--- config.mk ---
export PLATFORM = sky130hd
export DESIGN_NAME = uart_transmitter
export DESIGN_NICKNAME = d
export VERILOG_FILES = /design/src/rtl/uart_pkg.sv /design/src/rtl/uart_tx_baud_counter.sv /design/src/rtl/uart_transmitter.sv
export SDC_FILE = /design/constraint.sdc
export NUM_CORES = 1
export LEC_CHECK = 0
export ABC_AREA = 1
export BUFFER_PORTS_ARGS = -buffer_cell sky130_fd_sc_hd__buf_4
export CAP_MARGIN = 20
export CELL_PAD_IN_SITES_DETAIL_PLACEMENT = 0
export CELL_PAD_IN_SITES_GLOBAL_PLACEMENT = 1
export CORE_ASPECT_RATIO = 1.25
export CORE_UTILIZATION = 36
export DETAILED_ROUTE_END_ITERATION = 10
export PLACE_DENSITY_LB_ADDON = 0.1
export RECOVER_POWER = 50
export SLEW_MARGIN = 20
export SYNTH_ARGS = -nofsm -noshare
export SYNTH_HDL_FRONTEND = slang
export SYNTH_SLANG_ARGS = --single-unit
export TNS_END_PERCENT = 20
--- constraint.sdc ---
create_clock -name clk_in -period 2.11 [get_ports clk_in]
set_clock_uncertainty 0.1 [all_clocks]
set_input_delay 0.422 -clock clk_in [delete_from_list [all_inputs] [get_ports clk_in]]
set_output_delay 0.422 -clock clk_in [all_outputs]
set_load 0.005 [all_outputs]
--- src/rtl/uart_pkg.sv ---
// Shared UART definitions: data width, default bit period, parity encoding and TX FSM states.
package uart_pkg;

  localparam int unsigned DATA_BITS = 8;

  // Default clock cycles per serial bit, shared with the receiver and its baud-rate generator.
  localparam int unsigned BAUD_RATE_DEFAULT = 10416;

  localparam int unsigned PARITY_NONE = 0;
  localparam int unsigned PARITY_EVEN = 1;
  localparam int unsigned PARITY_ODD  = 2;

  typedef enum logic [2:0] {
    StIdle,
    StStart,
    StData,
    StParity,
    StStop
  } tx_state_t;

endpackage

--- src/rtl/uart_tx_baud_counter.sv ---
// Per-frame bit timer: counts 0..BAUD_RATE_NUMBER-1 while enabled and flags the last cycle of a bit.
module uart_tx_baud_counter
  import uart_pkg::*;
#(
  parameter int unsigned BAUD_RATE_NUMBER = BAUD_RATE_DEFAULT
) (
  input  logic clk_in,
  input  logic rst,
  input  logic enable,
  output logic bit_done
);

  localparam int unsigned CntW = $clog2(BAUD_RATE_NUMBER);
  localparam logic [CntW-1:0] LastCnt = CntW'(BAUD_RATE_NUMBER - 1);

  logic [CntW-1:0] cnt_q, cnt_d;

  assign bit_done = enable && (cnt_q == LastCnt);

  // Held at zero while disabled so every frame starts with a fresh bit phase.
  always_comb begin
    cnt_d = cnt_q + 1'b1;
    if (!enable || bit_done) begin
      cnt_d = '0;
    end
  end

  always_ff @(posedge clk_in) begin
    if (rst) begin
      cnt_q <= '0;
    end else begin
      cnt_q <= cnt_d;
    end
  end

endmodule

--- src/rtl/uart_transmitter.sv ---
// UART transmitter: valid/ready byte intake, LSB-first framing with optional parity, 1 or 2 stops.
module uart_transmitter
  import uart_pkg::*;
#(
  parameter int unsigned BAUD_RATE_NUMBER = BAUD_RATE_DEFAULT,
  parameter int unsigned PARITY           = PARITY_NONE,
  parameter int unsigned STOP_BITS        = 1
) (
  input  logic       clk_in,
  input  logic       rst,
  input  logic [7:0] tx_data,
  input  logic       tx_valid,
  output logic       tx_ready,
  output logic       tx,
  output logic       tx_busy
);

  localparam int unsigned IdxW      = $clog2(DATA_BITS);
  localparam logic [IdxW-1:0] LastIdx = IdxW'(DATA_BITS - 1);
  localparam bit ParityEn  = (PARITY != PARITY_NONE);
  localparam bit ParityOdd = (PARITY == PARITY_ODD);
  localparam logic LastStop = 1'(STOP_BITS - 1);

  tx_state_t state_q, state_d;
  logic [DATA_BITS-1:0] shift_q, shift_d;
  logic [IdxW-1:0] idx_q, idx_d;
  logic stop_cnt_q, stop_cnt_d;
  logic parity_q, parity_d;
  logic tx_q, tx_d;
  logic ready_q, ready_d;
  logic bit_done;

  uart_tx_baud_counter #(
    .BAUD_RATE_NUMBER(BAUD_RATE_NUMBER)
  ) u_baud (
    .clk_in  (clk_in),
    .rst     (rst),
    .enable  (state_q != StIdle),
    .bit_done(bit_done)
  );

  // tx_d is the level for the bit that begins after this edge, keeping tx fully registered.
  always_comb begin
    state_d    = state_q;
    shift_d    = shift_q;
    idx_d      = idx_q;
    stop_cnt_d = stop_cnt_q;
    parity_d   = parity_q;
    tx_d       = tx_q;
    ready_d    = ready_q;
    unique case (state_q)
      StIdle: begin
        tx_d    = 1'b1;
        ready_d = 1'b1;
        if (tx_valid && ready_q) begin
          shift_d  = tx_data;
          parity_d = (^tx_data) ^ ParityOdd;
          state_d  = StStart;
          tx_d     = 1'b0;
          ready_d  = 1'b0;
        end
      end
      StStart: begin
        if (bit_done) begin
          state_d = StData;
          idx_d   = '0;
          tx_d    = shift_q[0];
        end
      end
      StData: begin
        if (bit_done) begin
          shift_d = shift_q >> 1;
          if (idx_q == LastIdx) begin
            if (ParityEn) begin
              state_d = StParity;
              tx_d    = parity_q;
            end else begin
              state_d    = StStop;
              stop_cnt_d = 1'b0;
              tx_d       = 1'b1;
            end
          end else begin
            idx_d = idx_q + 1'b1;
            tx_d  = shift_q[1];
          end
        end
      end
      StParity: begin
        if (bit_done) begin
          state_d    = StStop;
          stop_cnt_d = 1'b0;
          tx_d       = 1'b1;
        end
      end
      StStop: begin
        tx_d = 1'b1;
        if (bit_done) begin
          if (stop_cnt_q == LastStop) begin
            state_d = StIdle;
            ready_d = 1'b1;
          end else begin
            stop_cnt_d = 1'b1;
          end
        end
      end
      default: begin
        state_d = StIdle;
        tx_d    = 1'b1;
        ready_d = 1'b1;
      end
    endcase
  end

  always_ff @(posedge clk_in) begin
    if (rst) begin
      state_q    <= StIdle;
      shift_q    <= '0;
      idx_q      <= '0;
      stop_cnt_q <= 1'b0;
      parity_q   <= 1'b0;
      tx_q       <= 1'b1;
      ready_q    <= 1'b1;
    end else begin
      state_q    <= state_d;
      shift_q    <= shift_d;
      idx_q      <= idx_d;
      stop_cnt_q <= stop_cnt_d;
      parity_q   <= parity_d;
      tx_q       <= tx_d;
      ready_q    <= ready_d;
    end
  end

  assign tx       = tx_q;
  assign tx_ready = ready_q;
  assign tx_busy  = ~ready_q;

endmodule

==> run_results.csv <==
group,metric,value,unit
outcome,outcome,"completed",
final_layout,final_common_cell,"nand2_1",
yosys,synth_xor_area_frac,0.0171,
die,core_area,0.00410,mm^2
timing,fmax,0.572,GHz
critical_path,endpoint_kind,"register",
yosys,synth_ff_type,"dfxtp_1",
clock_network,cts_max_path_buffers,2,
die,ios,14,
detailed_routing,via_per_inst,4.70,
yosys,ys_ff_latch,30,
power,p_int,1.18,mW
yosys,yosys-top-cells-area,"dfxtp_1 39%, nand2_1 14%, nor2_1 8.1%",
final_layout,n_antenna_cell,0,
yosys,synth_compound_area_frac,0.0976,
critical_path,crit_path_start,"u_baud.cnt_q[0]",
yosys,synth_edf_count,0,
yosys,yosys.area_share.simple,0.380,
global_route,overflow,0,
power,p_leak,0.793,nW
final_layout,fill_cells,472,
power,power_frac_comb,0.382,
critical_path,r2r-end,"u_baud.cnt_q[8]",
yosys,yosys.area_share.adder,0.0244,
critical_path,rr_startpoint,"u_baud.cnt_q[0]",
critical_path,r2r_cells,10,
yosys,synth_top_area_frac,0.391,
power,p_sw_frac,0.384,
run,max_cap_violations,0,
global_route,grt_antenna_before_repair,0,
yosys,synth_top_family_by_area,"simple AND/OR/NAND/NOR gates",
timing,rsz0062_at_grt,"no",
yosys,yosysSeqAreaShare,0.391,
final_layout,layout_common_cells,"59 x nand2_1, 33 x nor2_1, 30 x dfxtp_1",
timing,finalHoldViolCount,0,
detailed_routing,routed_wl,3.26,mm
detailed_routing,top_layer,"met4",
placed_design,placed_area,0.00170,mm^2
power,p_switching,736,uW
die,fp.dieW,60.5,um
placed_design,gp_congestion,0.866,
detailed_routing,met2WireLength,1.62,mm
timing,fin_crit,1.75,ns
global_route,grt_max_degree,13,
min_path,min_path_cells,2,
critical_path,cp.required,2.22,ns
die,dieArea,0.00454,mm^2
die,rows,26,
clock_network,path_clk_slew,0.06,ns
detailed_routing,antenna_left,0,
power,pwr-share-clk,0.235,
global_route,grt_pass1_vias,1268,
timing,drv_slew,0,
critical_path,cp-endpoint,"u_baud.cnt_q[8]",
detailed_routing,dr.pass1.iters,5,
final_layout,areaGrowthSynthToFinish,15.1,%
yosys,ys_warn_count,0,
detailed_routing,m1WireLength,1.45,mm
detailed_routing,met3_length,114,um
final_layout,final_layout_size_suffix_gt1_frac,0.178,
yosys,synthCells,223,
yosys,async_flop_share,0,
power,seqPwrFrac,0.383,
yosys,muxShareOfSynthArea,0,
clock_network,post_cts_buffers,0,
min_path,min_path_type,"input port to register",
critical_path,reg2reg_slack,0.36,ns
timing,post-route-period-util,0.829,
yosys,yosysTopAreaCell,"dfxtp_1",
clock_network,cts_tree,"done",
die,start_util,0.375,
yosys,synth_cell_types,30,
power,ir_drop,0.598,mV
clock_network,cts_buffers,5,
timing,fin_hold_ws,0.270,ns
clock_network,cts_resized,0,
placed_design,portBuffers,13,
final_layout,layout.nets,256,
power,p_per_area,1080,mW/mm^2
clock_network,ctsHoldBuffers,0,
detailed_routing,drc,0,
timing,tightest_slew,0.382,ns
detailed_routing,num_vias,1396,
timing,setup_viol,0,
detailed_routing,drtIter0Drc,73,
clock_network,ctsHtreeMaxLevel,2,
timing,maxSlewHeadroom,0.745,
critical_path,crit_type,"register to register",
yosys,syn-cell-area,0.00154,mm^2
die,fp.dieH,75.1,um
clock_network,clock-sinks,30,
yosys,synth.avg_cell_area,6.90,um^2
critical_path,cp.arrival,1.86,ns
final_layout,fin_area,0.00177,mm^2
critical_path,worstSetupStartpointType,"register",
global_route,grt_pass1_wl,5.38,mm
yosys,synthesis.nets,237,
placed_design,dp_hpwl,2.50,mm
detailed_routing,wl_per_cell,11.0,um
timing,setup-tns-final,0,ns
global_route,grtUsageTotal,0.163,
clock_network,ctsRootBufferMaster,"clkbuf_8",
final_layout,postLayoutCoreUtil,0.432,
clock_network,insertion_delay,0.28,ns
critical_path,crit_path_max_fanout,12,
-- power groups by stage --
| stage | Combinational [mW] | Clock (mW) | Sequential, mW |
|---|---|---|---|
| floorplan | 0.578 | 0 | 0.733 |
| global placement | 0.753 | 0 | 0.750 |
| detailed placement | 0.747 | 0 | 0.746 |
| CTS | 0.749 | 0.470 | 0.735 |
| global route | 0.856 | 0.490 | 0.748 |
| finish | 0.733 | 0.450 | 0.735 |
-- per-layer routing --
| layer | track usage | vias to the layer above |
|---|---|---|
| met1 | 0.180 | 623 |
| met4 | 0.0682 | 0 |
| met3 | 0.0601 | 6 |
| met5 | 0 | - |
| met2 | 0.281 | 23 |
| li1 | - | 744 |
-- cell usage after synthesis (2+ instances only) --
cell	count
nand3_2	3
nand2_4	3
nand2_2	3
clkinv_1	2
nand4_1	5
o21a_1	2
ha_1	3
dfxtp_1	30
nand2_1	57
nor2_2	4
o21ai_1	5
inv_2	8
nand3_1	10
a21oi_1	11
nor3_1	6
inv_1	19
nor2_1	33
o21ai_0	6
xor2_1	2
-- critical path, cell delays in order (launching register included) --
cell	delay, ns
dfxtp_1	0.32
ha_1	0.21
nand2_1	0.07
clkinv_1	0.07
nand2_1	0.17
nor2_4	0.08
nand2_4	0.09
nand3_2	0.22
inv_1	0.16
o21ai_0	0.09
a21oi_1	0.11
-- flip-flops by register name (all words and copies together), names as in the netlist --
name          count
u_baud.cnt_q     14
shift_q           8
idx_q             3
state_q           3
tx                1
tx_ready          1
-- stage by stage --
stage	instances	power (mW)	worst slack, ns
floorplan	223	1.31	0.641
global placement	291	1.50	0.462
detailed placement	291	1.49	0.426
CTS	297	1.95	0.419
global route	297	2.09	0.175
finish	297	1.92	0.360
-- how the worst min path moves through the flow --
stage,startpoint,to,slack [ns]
after floorplan,u_baud.cnt_q[0],u_baud.cnt_q[0],0.32
after global placement,u_baud.cnt_q[0],u_baud.cnt_q[0],0.33
after detailed placement,u_baud.cnt_q[0],u_baud.cnt_q[0],0.35
after CTS,rst,idx_q[0],0.26
after global routing,rst,idx_q[0],0.26
final,rst,idx_q[0],0.27
-- cells by family (layout without fill, tap and decap cells) --
family,after synthesis,in the layout
XOR/XNOR,3,3
adder cells (fa/ha/maj),3,3
flip-flops,30,30
buffers and inverters,33,51
AO/OA/AOI/OAI,27,27
AND/OR/NAND/NOR,127,127
-- area by class of cell --
class,instances,area [um^2],area share
repair buffers,15,113,0.0636
inverters,30,115,0.0651
well taps,56,70.1,0.0396
flip-flops and latches,30,601,0.339
clock buffers,6,82.6,0.0467
multi-input cells,160,788,0.446
Power figures use the tool's default switching activity.
